File: src/rtl/b3_pkg.sv
// Shared base-3 digit definitions: the code constants and digit helpers.
// Used by the base-3 up and down counters.
package b3_pkg;

  localparam logic [1:0] B3_ZERO = 2'b00;
  localparam logic [1:0] B3_ONE  = 2'b01;
  localparam logic [1:0] B3_TWO  = 2'b10;
  localparam logic [1:0] B3_BAD  = 2'b11;

  // Map the unused code 11 to 10 so that 11 can never be stored.
  function automatic logic [1:0] b3_coerce(input logic [1:0] code);
    return (code == B3_BAD) ? B3_TWO : code;
  endfunction

  // Take one base-3 step down: 10->01, 01->00, and 00->10 with a borrow.
  // An 11 input cannot be stored, but it is treated as 10 for safety.
  function automatic logic [1:0] b3_dec(input logic [1:0] code);
    logic [1:0] result;
    case (code)
      B3_TWO:  result = B3_ONE;
      B3_ONE:  result = B3_ZERO;
      B3_ZERO: result = B3_TWO;
      default: result = B3_ONE;
    endcase
    return result;
  endfunction

endpackage

File: src/rtl/b3_down_digit.sv
// One base-3 down-counting digit register.
// Priority at the clock edge is load, then step down when en=1, then hold.
module b3_down_digit
  import b3_pkg::*;
(
  input  logic       clock,
  input  logic       reset_,
  input  logic [1:0] reset_value,
  input  logic       load,
  input  logic [1:0] d,
  input  logic       en,
  output logic [1:0] q,
  output logic       is_zero
);

  // Digit state: asynchronous reset to the coerced reset pattern.
  always_ff @(posedge clock or negedge reset_) begin
    if (!reset_) begin
      q <= b3_coerce(reset_value);
    end else if (load) begin
      q <= b3_coerce(d);
    end else if (en) begin
      q <= b3_dec(q);
    end
  end

  assign is_zero = (q == B3_ZERO);

endmodule

File: src/rtl/n4_b3_down_counter.sv
// Four-digit base-3 down counter with a synchronous parallel load.
// Enable semantics: m_ei requests one decrement at the next rising edge.
// m_load takes priority over m_ei. eu is a same-cycle borrow out that feeds
// the m_ei input of the next stage. There is no valid/ready backpressure.
// Optional macro B3_DOWN_SAT_EN: saturate at 0000 instead of wrapping to
// 2222. eu still pulses at 0000.
module n4_b3_down_counter
  import b3_pkg::*;
#(
  parameter logic [7:0] RESET_VALUE = 8'b00_00_00_00
) (
  input  logic       m_clock,
  input  logic       m_reset_,
  input  logic       m_ei,
  input  logic       m_load,
  input  logic [7:0] m_d,
  output logic       eu,
  output logic       zero,
  output logic [1:0] q01_q00,
  output logic [1:0] q11_q10,
  output logic [1:0] q21_q20,
  output logic [1:0] q31_q30
);

  logic [3:0] digit_zero;
  logic [3:0] digit_en;
  logic       dec_en;
  logic       sat_hold;

`ifdef B3_DOWN_SAT_EN
  // At 0000 a decrement request is absorbed, so the counter stays at zero.
  assign sat_hold = zero;
`else
  assign sat_hold = 1'b0;
`endif

  assign dec_en = m_ei & ~m_load & ~sat_hold;

  // Borrow chain: a digit steps only when every lower digit is at 00.
  always_comb begin
    digit_en    = '0;
    digit_en[0] = dec_en;
    digit_en[1] = dec_en & digit_zero[0];
    digit_en[2] = dec_en & digit_zero[0] & digit_zero[1];
    digit_en[3] = dec_en & digit_zero[0] & digit_zero[1] & digit_zero[2];
  end

  b3_down_digit u_digit0 (
    .clock(m_clock), .reset_(m_reset_), .reset_value(RESET_VALUE[1:0]),
    .load(m_load), .d(m_d[1:0]), .en(digit_en[0]),
    .q(q01_q00), .is_zero(digit_zero[0])
  );

  b3_down_digit u_digit1 (
    .clock(m_clock), .reset_(m_reset_), .reset_value(RESET_VALUE[3:2]),
    .load(m_load), .d(m_d[3:2]), .en(digit_en[1]),
    .q(q11_q10), .is_zero(digit_zero[1])
  );

  b3_down_digit u_digit2 (
    .clock(m_clock), .reset_(m_reset_), .reset_value(RESET_VALUE[5:4]),
    .load(m_load), .d(m_d[5:4]), .en(digit_en[2]),
    .q(q21_q20), .is_zero(digit_zero[2])
  );

  b3_down_digit u_digit3 (
    .clock(m_clock), .reset_(m_reset_), .reset_value(RESET_VALUE[7:6]),
    .load(m_load), .d(m_d[7:6]), .en(digit_en[3]),
    .q(q31_q30), .is_zero(digit_zero[3])
  );

  assign zero = &digit_zero;
  assign eu   = m_ei & ~m_load & zero;

endmodule

File: config.mk
export PLATFORM = sky130hd
export DESIGN_NAME = n4_b3_down_counter
export DESIGN_NICKNAME = d
export VERILOG_FILES = /design/src/rtl/b3_pkg.sv /design/src/rtl/b3_down_digit.sv /design/src/rtl/n4_b3_down_counter.sv
export SDC_FILE = /design/constraint.sdc
export NUM_CORES = 1
export LEC_CHECK = 0
export ABC_AREA = 1
export CORE_AREA = 4 4 43 45
export DETAILED_ROUTE_END_ITERATION = 7
export DIE_AREA = 0 0 47 49
export GPL_ROUTABILITY_DRIVEN = 0
export PLACE_DENSITY = 0.67
export SLEW_MARGIN = 20
export SYNTH_ARGS = -nofsm -noshare
export SYNTH_HDL_FRONTEND = slang
export SYNTH_SLANG_ARGS = --single-unit
File: constraint.sdc
create_clock -name m_clock -period 1.3 [get_ports m_clock]
set_input_delay 0.13 -clock m_clock [delete_from_list [all_inputs] [get_ports m_clock]]
set_output_delay 0.13 -clock m_clock [all_outputs]
set_load 0.03 [all_outputs]
==> results.cfg <==
[status]
outcome = complete, but fails checks
violations = setup timing

[synthesis]
synth_flop_cell = dfrtp_1
synth_top_area_cell = dfrtp_1
synth-simple-area-share = 0.4211
synth_top_family_by_area = simple AND/OR/NAND/NOR gates
ys_types = 12
synthTopCellsByCount = nand2_1, nand3_1, inv_1, nor2_1, dfrtp_1
synth_seq_cells = 8
synth_fa_ha_area_frac = 0
synth-xor-area-share = 0
postSynthAreaPerCell_um2 = 6.483
netlist.area_leader.share = 0.4010
synth_edf_count = 0
synth.cell_area_um2 = 499.2
synth.area.mux_share = 0
syn-num-nets = 89
synthTopCellsByArea = dfrtp_1, nand2_1, nand3_1
ys_seq_area_frac = 0.4010
synthCells = 77
async_reset_ff_frac = 1.000
yosysMostFrequentCell = nand2_1
synth_compound_area_frac = 0.05764
yosys_warnings = 0

[power]
p_switching_mw = 0.3285
intPower_mw = 0.5681
ir_worst_vdd_uv = 654.9
comb_power_share = 0.451
p_total_mw = 0.8966
pwr-share-clk = 0.206
p_per_area_mw_per_mm2 = 1018
swShare = 0.3664
p_leak_nw = 0.4768
power_frac_seq = 0.343

[routing]
detail_route.wl_per_cell_um = 11.12
routed_wl_um = 1468
drc = 0
drtPass1Iterations = 5
via_per_inst = 5.030
vias = 664
ant_nets = 0
first_iter_violations = 20

[timing]
maxSlewViolCount = 0
finalSetupViolCount = 2
relSlewSlack = 0.7428
tightest_slew_ns = 0.3846
hold_violations = 0
finalCritPeriodShare = 1.066
period_minus_slack_ns = 1.386
worst_clock_skew_ns = 0.0006932
fmax_mhz = 721.4
setup_slack_ns = -0.08616
rsz0062_at_grt = yes

[critical_path]
worstPathRequired_ns = 1.17
cp.arrival_ns = 1.26
worstSetupPathType = flop to output pin
critPathMaxFanout = 4
cp-end-kind = output pin
crit_path_start_kind = flop
r2r_setup_slack_ns = 0.07

[placed_design]
postPlaceCellArea_um2 = 750.7
portBuffers = 21
dpl.hpwl_um = 961.7
dp.cells = 117

[finish]
multiInputGateArea_um2 = 274.0
ff_latch_area_um2 = 200.2
fin_nets = 130
n_antenna_cell = 0
stdcell_area_um2 = 880.8
fill_cells = 148
area_growth_pct = 76.44
drive_gt1_frac = 0.3103
final_cell_count_no_fill = 132

[cts]
tritoncts = built
clk_pin_slew_ns = 0.05
cts_sinks = 8
clock_path_buffers = 2
insertion_delay_ns = 0.25
cts-root-buf = clkbuf_4
htree_num_levels = 1
hold_buffers = 0
cts_made_buffers = 3

[floorplanning]
core_mm2 = 0.001471
die-area_mm2 = 0.002303
start_util = 0.3393
ios = 22
fp-row-count = 14
die_y_um = 49
die_x_um = 47

[min_path]
hold_class = primary input to async pin

[global_routing]
grt_pass1_wl_um = 2104
grt_pass1_vias = 528
antenna_found_initial = 0
grt_start_max_net_pins = 11
grtUsageTotal = 0.1282
grt-ovfl-total = 0

[flow_run]
cap_violations = 0
-- kinds of logic after synthesis --
logic type      Yosys count
simple gates             51
buf+inv                  13
flops                     8
compound gates            5
-- repair_timing --
action                                  4_1_cts  5_1_grt
gates resized for setup                      10       13
pin swaps                                     3        3
setup buffers                                10        2
endpoints found under the setup margin       10        5
-- critical path, stage by stage, from the launching register on --
cell,delay (ns)
dfrtp_1,0.40
buf_4,0.15
nor2_2,0.09
nand2_1,0.08
nor3_2,0.12
buf_4,0.18
-- metal layers --
layer / track usage / share of wire
met5: 0 / 0
met4: 0.08295 / 0.033
met3: 0.03321 / 0.099
met1: 0.1611 / 0.37
met2: 0.1855 / 0.49
-- registers in the layout, indices dropped and copies added, names as in the netlist --
name,count
u_digit1.q,2
u_digit0.q,2
u_digit3.q,2
u_digit2.q,2
-- area by class of cell --
class | instances | area share
repair buffers | 38 | 0.3665
multi-input cells | 56 | 0.3111
flip-flops and latches | 8 | 0.2273
inverters | 11 | 0.04687
clock buffers | 3 | 0.02557
well taps | 16 | 0.02273
-- power by group through the flow --
stage               clock network (mW)  logic [mW]  registers, mW
floorplan                            0       0.117          0.377
global placement                     0       0.315          0.316
detailed placement                   0       0.316          0.316
CTS                              0.193       0.361          0.306
global route                     0.208       0.437          0.309
finish                           0.185       0.404          0.308
-- per-stage QoR --
stage          hold WS [ns]  setup TNS [ns]  utilization  setup slack [ns]
6_report             0.1677         -0.1628       0.5986          -0.08616
5_1_grt              0.1984         -0.2717       0.5986           -0.1433
4_1_cts              0.1722        -0.04439       0.5740          -0.02960
3_5_place_dp         0.4414        -0.03526       0.5102          -0.01680
3_3_place_gp         0.4392        -0.03009       0.5102          -0.01098
2_1_floorplan       -0.1656       -0.005287            -         -0.005287
-- final timing paths --
kind	from	to	cells past startpoint
max in group asynchronous	m_reset_	u_digit0.q[0]	1
hold reg to reg	u_digit2.q[0]	u_digit2.q[0]	2
setup / recovery	u_digit2.q[0]	zero	5
min in group m_clock	m_d[0]	u_digit0.q[0]	3
hold / removal	m_reset_	u_digit2.q[1]	1
setup reg to reg	u_digit0.q[1]	u_digit3.q[0]	8
-- placed cells by master (no fill, tap or decap), types with 2 or more instances in the layout --
cell type	n
buf_4	18
clkbuf_4	3
clkdlybuf4s50_1	11
dfrtp_1	8
dlygate4sd2_1	7
inv_1	8
inv_2	3
nand2_1	24
nand2_2	5
nand3_1	12
nor2_1	5
nor2_2	2
nor2_4	2
o21ai_0	3
No activity file was read; power rests on OpenSTA's default activity.
